File: src/rtl/program_loader.sv
// program_loader
//   Front-end for the programmable stack calculator. Collects a byte stream
//   (2-byte big-endian word count N, then N big-endian 16-bit words), writes
//   each word into the calculator code memory, pulses start, waits for the
//   run to finish and hands the calculator's top-of-stack value downstream.
//
// Ports
//   clk, nrst             clock, asynchronous active-low reset
//   in_data/in_valid      program byte stream in (in_ready = byte accepted)
//   mem_wr/addr/data      registered code-memory write port
//   start                 one-cycle run request to the calculator
//   calc_ready/calc_out   calculator idle flag and top-of-stack value
//   res_data/res_valid    captured result, held until res_ready
//   err                   one-cycle pulse: bad header or run timeout
module program_loader #(
  parameter int unsigned TIMEOUT_CYCLES = 65535
) (
  input  logic        clk,
  input  logic        nrst,
  input  logic [7:0]  in_data,
  input  logic        in_valid,
  output logic        in_ready,
  output logic        mem_wr,
  output logic [9:0]  mem_addr,
  output logic [15:0] mem_data,
  output logic        start,
  input  logic        calc_ready,
  input  logic [15:0] calc_out,
  output logic [15:0] res_data,
  output logic        res_valid,
  input  logic        res_ready,
  output logic        err
);

  localparam logic [31:0] TO_LIMIT = TIMEOUT_CYCLES;

  typedef enum logic [3:0] {
    HDR_HI, HDR_LO, W_HI, W_LO, START, WAIT_BUSY, RUN, RESULT, DRAIN
  } state_t;

  state_t      state, state_nx;
  logic [7:0]  n_hi;
  logic [7:0]  w_hi;
  logic [10:0] idx;
  logic [10:0] last_idx;
  logic [15:0] hdr_n;
  logic        armed;
  logic [31:0] cnt;
  logic        hdr_bad;
  logic        last_word;
  logic        timeout_hit;
  logic        issue_wr;
  logic        raise_err;
  logic        capture;

  assign hdr_n     = {n_hi, in_data};
  assign hdr_bad   = (hdr_n == 16'd0) || (hdr_n > 16'd1024);
  assign last_word = (idx == last_idx);
  // The run times out on the edge at which the counter would reach the limit.
  assign timeout_hit = (TIMEOUT_CYCLES != 0) && ((cnt + 32'd1) == TO_LIMIT);

  // State register.
  always_ff @(posedge clk or negedge nrst) begin
    if (!nrst) state <= HDR_HI;
    else       state <= state_nx;
  end

  // Next-state logic plus the combinational handshake outputs. start is
  // combinational so it can only ever be high while calc_ready is high.
  always_comb begin
    state_nx  = state;
    in_ready  = 1'b0;
    start     = 1'b0;
    issue_wr  = 1'b0;
    raise_err = 1'b0;
    capture   = 1'b0;
    case (state)
      HDR_HI: begin
        in_ready = 1'b1;
        if (in_valid) state_nx = HDR_LO;
      end
      HDR_LO: begin
        in_ready = 1'b1;
        if (in_valid) begin
          if (hdr_bad) begin
            raise_err = 1'b1;
            state_nx  = HDR_HI;
          end else begin
            state_nx = W_HI;
          end
        end
      end
      W_HI: begin
        in_ready = 1'b1;
        if (in_valid) state_nx = W_LO;
      end
      W_LO: begin
        in_ready = 1'b1;
        if (in_valid) begin
          issue_wr = 1'b1;
          state_nx = last_word ? START : W_HI;
        end
      end
      // armed is low in the first START cycle, which is the cycle carrying
      // the final mem_wr, so the write lands before start is sampled.
      START: begin
        if (armed && calc_ready) begin
          start    = 1'b1;
          state_nx = WAIT_BUSY;
        end
      end
      WAIT_BUSY: begin
        if (timeout_hit) begin
          raise_err = 1'b1;
          state_nx  = DRAIN;
        end else if (!calc_ready) begin
          state_nx = RUN;
        end
      end
      // A completion seen in the same cycle as the timeout still wins.
      RUN: begin
        if (calc_ready) begin
          capture  = 1'b1;
          state_nx = RESULT;
        end else if (timeout_hit) begin
          raise_err = 1'b1;
          state_nx  = DRAIN;
        end
      end
      RESULT: begin
        if (res_ready) state_nx = HDR_HI;
      end
      DRAIN: begin
        if (calc_ready) state_nx = HDR_HI;
      end
      default: state_nx = HDR_HI;
    endcase
  end

  // Datapath: header/word assembly, registered write port, run timer and
  // result holding register.
  always_ff @(posedge clk or negedge nrst) begin
    if (!nrst) begin
      n_hi      <= 8'd0;
      w_hi      <= 8'd0;
      idx       <= 11'd0;
      last_idx  <= 11'd0;
      armed     <= 1'b0;
      cnt       <= 32'd0;
      mem_wr    <= 1'b0;
      mem_addr  <= 10'd0;
      mem_data  <= 16'd0;
      res_data  <= 16'd0;
      res_valid <= 1'b0;
      err       <= 1'b0;
    end else begin
      mem_wr <= issue_wr;
      err    <= raise_err;
      armed  <= (state == START);
      if (state == HDR_HI && in_valid) n_hi <= in_data;
      if (state == HDR_LO && in_valid) begin
        last_idx <= hdr_n[10:0] - 11'd1;
        idx      <= 11'd0;
      end
      if (state == W_HI && in_valid) w_hi <= in_data;
      if (issue_wr) begin
        mem_addr <= idx[9:0];
        mem_data <= {w_hi, in_data};
        idx      <= idx + 11'd1;
      end
      if (start) cnt <= 32'd0;
      else if (state == WAIT_BUSY || state == RUN) cnt <= cnt + 32'd1;
      if (capture) begin
        res_data  <= calc_out;
        res_valid <= 1'b1;
      end else if (state == RESULT && res_ready) begin
        res_valid <= 1'b0;
      end
    end
  end

endmodule

File: config.mk
export PLATFORM = sky130hd
export DESIGN_NAME = program_loader
export DESIGN_NICKNAME = d
export VERILOG_FILES = /design/src/rtl/program_loader.sv
export SDC_FILE = /design/constraint.sdc
export NUM_CORES = 1
export LEC_CHECK = 0
export ABC_AREA = 1
export ABC_CLOCK_PERIOD_IN_PS = 3500
export BUFFER_PORTS_ARGS = -buffer_cell sky130_fd_sc_hd__buf_2
export CAP_MARGIN = 25
export CORE_MARGIN = 2
export CORE_UTILIZATION = 55
export CTS_CLUSTER_DIAMETER = 100
export DETAILED_ROUTE_END_ITERATION = 8
export PLACE_DENSITY = 0.82
export SLEW_MARGIN = 5
export SYNTH_ARGS = -nofsm -noshare
export SYNTH_HDL_FRONTEND = slang
export SYNTH_SLANG_ARGS = --single-unit
File: constraint.sdc
create_clock -name clk -period 3.5 [get_ports clk]
set_clock_uncertainty 0.15 [all_clocks]
set_input_delay 0.175 -clock clk [delete_from_list [all_inputs] [get_ports clk]]
set_output_delay 0.175 -clock clk [all_outputs]
set_load 0.03 [all_outputs]
Word-level counts from Yosys, hierarchy flattened. Index checks and enable logic that the tools add are counted.

Logic and storage cells: 82. Output and inout bits: 47. Bits in registers: 120. Input bits: 29.

Muxes and demuxes: 32. Reductions and logical operators: 14. $lt $le $gt $ge: 1. Eq/ne operators: 19. $add $sub $neg: 3.

Operator list (number): $mux W32 (2); $mux W4 (11); $pmux W4 S9 (1); $add A32 B1 Y32 const B (1); $eq A32 B16 Y1 const B (1); $mux W11 (2); $eq A4 B3 Y1 const B (4); $gt A16 B11 Y1 const B (1); $logic_not A16 Y1 (1); $ne A2 B2 Y1 const B (7); $mux W1 (13); $add A11 B1 Y11 const B (1); $eq A11 B11 Y1 (1); $sub A11 B1 Y11 const B (1); $reduce_and A9 Y1 (1); $eq A4 B2 Y1 const B (2); $ne A3 B3 Y1 const B (2); $reduce_bool A2 Y1 (3); $logic_and A1 B1 Y1 (5); $eq A4 B1 Y1 const B (1); $eq A4 B4 Y1 const B (1); $logic_not A4 Y1 (1); $reduce_or A4 Y1 (1); $mux W3 (1); 3 further kinds (4).

Longest topological paths before layout.
Word-level depth: 5. Depth in mapped cells: 16. Mapped depth without buffers: 16.

Least setup slack after synthesis. OpenSTA, ideal clock, no wires.

Path type: register to register. Start point: reg state[1]. End point: reg cnt[2]. Cell stages (with the launch flop): 12. Data arrival time: 2170 ps. Period minus slack after synthesis: 2453 ps. Setup slack: 1047 ps. Cells stage by stage: dfrtp_1 -> nor2_1 -> inv_1 -> nor2_1 -> inv_1 -> nor3_1 -> inv_1 -> nand2_1 -> clkbuf_1 -> inv_1 -> nand2_1 -> o21ai_0.

Longest elaborated chain between the ends: 3. Elaborated cells on any way between the ends: 7. Classes of those cells: 3 x eq/ne; 2 x mux; 2 x reduce/logical.

RTL lines: start: declaration (RTL line 41) `state_t state, state_nx;`; start signal: assignment (RTL line 65) `else state <= state_nx;`; $eq A4 B3 Y1 (*) (RTL line 77) `case (state)`; $mux W1 (*) (RTL line 77); net start (RTL line 26) `output logic start,`; $mux W32 / $reduce_bool A2 Y1 (equally long branches); end signal: assignment (RTL line 172) `else if (state == WAIT_BUSY || state == RUN) cnt <= cnt + 32'd1;`; end: declaration (RTL line 48) `logic [31:0] cnt;`.

The timed path passes the listed nets; every way through them passes the cells marked *. A chain may end at the register's enable or synchronous reset.

Worst setup path in the final report.
Start point: reg cnt[1]. End point: reg state[1].

Longest elaborated chain between the ends: 4. Elaborated cells on any way between the ends: 7. Classes of those cells: 1 x add/sub; 3 x eq/ne; 2 x mux; 1 x reduce/logical.

RTL lines: $add A32 B1 Y32 (*) (RTL line 60) `assign timeout_hit = (TIMEOUT_CYCLES != 0) && ((cnt + 32'd1) == TO_LIMIT);`; $eq A32 B16 Y1 (*) (RTL line 60); $ne A3 B3 Y1 (no source line) / $mux W4 (equally long branches); $reduce_and A9 Y1 (no source line) / $pmux W4 S9 (equally long branches).

Every way passes the cells marked *; elsewhere a longest branch is shown, timed or not.

==> qor_table.md <==
| Item | Value | Unit |
|---|---|---|
| Outcome | complete, no violations | - |
| Maximum vdd ir drop | 0.660 | mV |
| Simple-gate area share of the yosys netlist | 29.0 | % |
| Multi-input logic area | 2910 | µm² |
| Hold violation count in the final report | 0 | - |
| Netlist cell types | 36 | - |
| Post-DR wirelength/cell | 15.8 | µm |
| Power Internal | 0.00385 | W |
| Origin of the worst min-delay path | in_data[5] | - |
| TritonCTS clock tree | yes | - |
| Max Cap Violations | 0 | - |
| Overall die area | 12300 | µm² |
| Final-stage net count | 948 | - |
| Cell types occupying the most area after synthesis | sky130_fd_sc_hd__dfrtp_1 48%, sky130_fd_sc_hd__nand2_1 14%, sky130_fd_sc_hd__o21ai_0 7.5%, sky130_fd_sc_hd__inv_1 5.0%, sky130_fd_sc_hd__nor2_1 4.8% | - |
| Global-route wire length before repair | 29.0 | mm |
| Worst hold path type | input pin to register | - |
| Placeable Area | 11300 | µm² |
| Post-synthesis mux area share | 2.86 | % |
| Count leader, synth | sky130_fd_sc_hd__nand2_1 | - |
| Critical Path, Cell by Cell | ha_1, nand3_1, nor2_1, nand4_1, nand2_1, nand2_1, nor2_1, nand2_1, nor2_1, nand3_1, nand3_2, nand3_2, nand2_1, nand2_1 | - |
| Diodes inserted | 0 | - |
| Critical path buffer and inverter count | 0 | - |
| Number of standard-cell rows in the floorplan | 39 | - |
| Startpoint type of the worst setup path | register | - |
| NetSw | 0.00285 | W |
| Endpoint of the most critical setup path | state[1]$_DFFE_PN0P_ | - |
| Final Max Slew Viols | 0 | - |
| Initial Utilization | 55.9 | % |
| Asr flop ratio synth | 100 | % |
| Time the worst path needs with I/O delays and setup | 2.60 | ns |
| Ratio of cells with drive above 1 in the final layout | 17.9 | % |
| Setup-failing EPs final | 0 | - |
| Via count of the first global-routing pass | 5959 | - |
| Warnings, synthesis | 0 | - |
| Crit path depth | 14 | - |
| Register-to-Register Path Depth | 14 | - |
| Final TNS setup | 0 | ns |
| Worst setup path start | cnt[1]$_DFFE_PN0P_ | - |
| Fmax | 0.385 | GHz |
| Storage cell area | 3000 | µm² |
| Mapped Nets | 842 | - |
| Vias after detailed routing | 5872 | - |
| Max FO, Critical Path | 5 | - |
| Post-synthesis register bit count | 120 | - |
| Unrepaired setup endpoints after global routing | false | - |
| Static Leakage | 3.99 | nW |
| Global route overflow | 0 | - |
| Post-synth top area share | 47.7 | % |
| Initial antenna violation count | 0 | - |
| Leading register cell type out of synthesis | sky130_fd_sc_hd__dfrtp_1 | - |
| Overall power of the completed layout | 0.00669 | W |
| Worst slew pin tran | 0.780 | ns |
| CP Data Required Time | 3.67 | ns |
| Remaining max-slew budget at the tightest pin | 47.9 | % |
| Clock transition at the registers of the reported paths | 0.06 | ns |
| Horiz. Die Dim | 111 | µm |
| Hold Slack | 0.0346 | ns |
| First-pass detailed-route iteration total | 5 | - |
| Arrival time at the worst endpoint | 2.76 | ns |
| Kind of end point of the critical path | register | - |
| Per-cell via count in the routed design | 5.48 | - |
| Total Routing Usage GR | 29.5 | % |
| Synthesis-to-finish area growth | 22.1 | % |
| Worst setup path class | register to register | - |
| Part of the cycle the worst path needs | 74.2 | % |
| Number of enable-type register cells in the synthesized netlist | 0 | - |
| Total of buffers placed on input and output ports | 75 | - |
| Post-detailed-placement half-perimeter wirelength | 10.8 | mm |
| Final routed wirelength across all metal layers | 16.9 | mm |
| Area of the mapped netlist | 6300 | µm² |
| Maximum number of pins on one net before global-route repair | 50 | - |
| Compound-gate portion of the synthesized area | 10.7 | % |
| Die span in y | 111 | µm |
| Reg-to-reg slack, setup | 0.90 | ns |
| Total of cells resized after clock tree synthesis | 0 | - |
| Depth of the CTS H-tree | 4 | - |
| CTS sink cnt | 120 | - |
| Comb power frac | 37.9 | % |
| Reg-to-reg critical path startpoint | cnt[1]$_DFFE_PN0P_ | - |
| Insertion delay of the later-clocked pin in the worst-skew pair | 0.42 | ns |
| PwrDens | 870 | nW/µm² |
| Longest individual stage delay on the worst path | 0.43 | ns |
| Cell count after synthesis | 809 | - |
| Fillers | 857 | - |
| Kind of cell with the highest combined delay on the critical path | simple AND/OR/NAND/NOR gates | - |
| Slowest cell on crit path | sky130_fd_sc_hd__dfrtp_1 | - |
| Switching fraction of total power | 42.6 | % |
| Register share of total power | 35.0 | % |
| Worst R2R End | state[1]$_DFFE_PN0P_ | - |
| Buffers from clock root to sink, at most | 2 | - |
| Most used cell, CP | sky130_fd_sc_hd__nand2_1 | - |
| Main combinational cell family by area after synthesis | simple AND/OR/NAND/NOR gates | - |
| Count of nets left with antenna violations after detail routing | 0 | - |
| Per-instance average area after synthesis | 7.79 | µm² |
| Number of remaining DRC errors | 0 | - |
| Register area share after synthesis | 47.7 | % |
| Placer's final routability congestion estimate | 0.948 | - |
| Post-Synth XOR/XNOR Area | 2.64 | % |
| I/O pin cnt | 76 | - |
| Adder-cell share of the synthesized area | 0.795 | % |
| Count of routing violations after the opening detailed-route iteration | 493 | - |
| TritonCTS buffer count | 17 | - |
| Post-CTS setup-driven buffer insertion count | 0 | - |
| CTS root buf | sky130_fd_sc_hd__clkbuf_16 | - |
| Clock network power share | 27.1 | % |
| Commonest cells post-synth | 238 x sky130_fd_sc_hd__nand2_1, 120 x sky130_fd_sc_hd__dfrtp_1, 94 x sky130_fd_sc_hd__o21ai_0, 84 x sky130_fd_sc_hd__inv_1, 80 x sky130_fd_sc_hd__nor2_1 | - |
| Cell type with the largest total area after synthesis | sky130_fd_sc_hd__dfrtp_1 | - |
==> worst min path at each step <==
stage / end / cells after the start
finish: last_idx[7]$_DFFE_PN0P_ / 4
global route: w_hi[3]$_DFFE_PN0P_ / 3
CTS: last_idx[7]$_DFFE_PN0P_ / 4
detailed placement: cnt[8]$_DFFE_PN0P_ / 1
global placement: cnt[10]$_DFFE_PN0P_ / 1
floorplan: armed$_DFF_PN0_ / 0
==> worst reg2reg max path: stages, from the launching register on <==
cell	delay, ns
sky130_fd_sc_hd__dfrtp_1	0.43
sky130_fd_sc_hd__ha_1	0.25
sky130_fd_sc_hd__nand3_1	0.12
sky130_fd_sc_hd__nor2_1	0.26
sky130_fd_sc_hd__nand4_1	0.12
sky130_fd_sc_hd__nand2_1	0.14
sky130_fd_sc_hd__nand2_1	0.06
sky130_fd_sc_hd__nor2_1	0.16
sky130_fd_sc_hd__nand2_1	0.08
sky130_fd_sc_hd__nor2_1	0.15
sky130_fd_sc_hd__nand3_1	0.15
sky130_fd_sc_hd__nand3_2	0.16
sky130_fd_sc_hd__nand3_2	0.11
sky130_fd_sc_hd__nand2_1	0.09
sky130_fd_sc_hd__nand2_1	0.06
==> power groups by stage <==
| stage | clock network [W] | registers [W] | logic [W] |
|---|---|---|---|
| floorplan | 0 | 0.00259 | 0.00151 |
| global placement | 0 | 0.00232 | 0.00239 |
| detailed placement | 0 | 0.00233 | 0.00244 |
| CTS | 0.00183 | 0.00233 | 0.00251 |
| global route | 0.00190 | 0.00242 | 0.00286 |
| finish | 0.00181 | 0.00234 | 0.00254 |
==> sequential cells by signal, indices dropped and copies added (netlist names) <==
name,flops
res_data,16
armed,1
res_valid,1
n_hi,8
idx,11
mem_data,16
state,4
mem_addr,10
w_hi,8
last_idx,11
mem_wr,1
cnt,32
err,1
==> routing by layer <==
metal,global-route usage (%),routed length [µm],vias to the layer above
li1,-,-,2823
met1,35.8,6740,2758
met2,48.9,8250,233
met3,7.93,1200,58
met4,14.7,680,0
met5,0,0,-
==> area by class of cell <==
type / instances / share of cell area [%]
clock buffers: 18 / 5.71
flip-flops and latches: 120 / 39.0
repair buffers: 107 / 8.78
clock inverters: 14 / 2.24
well taps: 143 / 2.33
multi-input cells: 584 / 37.8
inverters: 85 / 4.15
==> metrics by stage <==
stage                     std cells  setup slack [ns]  utilization (%)  area, µm²
final                          1071             0.902             68.3       7690
after global routing           1071             0.734             68.3       7690
after CTS                      1071             0.976             68.3       7690
after detailed placement       1016              1.03             60.8       6850
after global placement         1016              1.09             60.8       6850
after floorplan                 809              1.05                -       6300
==> repair_timing <==
| item | in CTS | in global routing |
|---|---|---|
| endpoints found under the setup margin | 0 | 0 |
| endpoints found under the hold margin | 74 | 0 |
| hold buffers | 23 | 0 |
==> cell usage in the layout, fill, tap and decap left out, drive strengths merged, types with 3 or more instances in the layout <==
cell type / synthesis / routed
nand2: 248 / 248
dfrtp: 120 / 120
nor2: 97 / 97
o21ai: 95 / 95
inv: 85 / 88
buf: 1 / 84
nand3: 50 / 50
dlygate4sd3: 0 / 23
clkbuf: 19 / 18
mux2: 16 / 16
xor2: 14 / 14
o22ai: 14 / 14
nor3: 13 / 13
nand4: 7 / 7
a21oi: 6 / 6
clkinv: 0 / 6
xnor2: 5 / 5
ha: 4 / 4
bufinv: 0 / 3
==> kinds of logic (layout without fill, tap and decap cells) <==
family / after synthesis / after routing
AO/OA/AOI/OAI: 124 / 124
buffers and inverters: 105 / 224
adder cells (fa/ha/maj): 4 / 4
flip-flops: 120 / 120
XOR/XNOR: 19 / 19
multiplexers: 16 / 16
AND/OR/NAND/NOR: 421 / 421
Power figures use the tool's default switching activity.
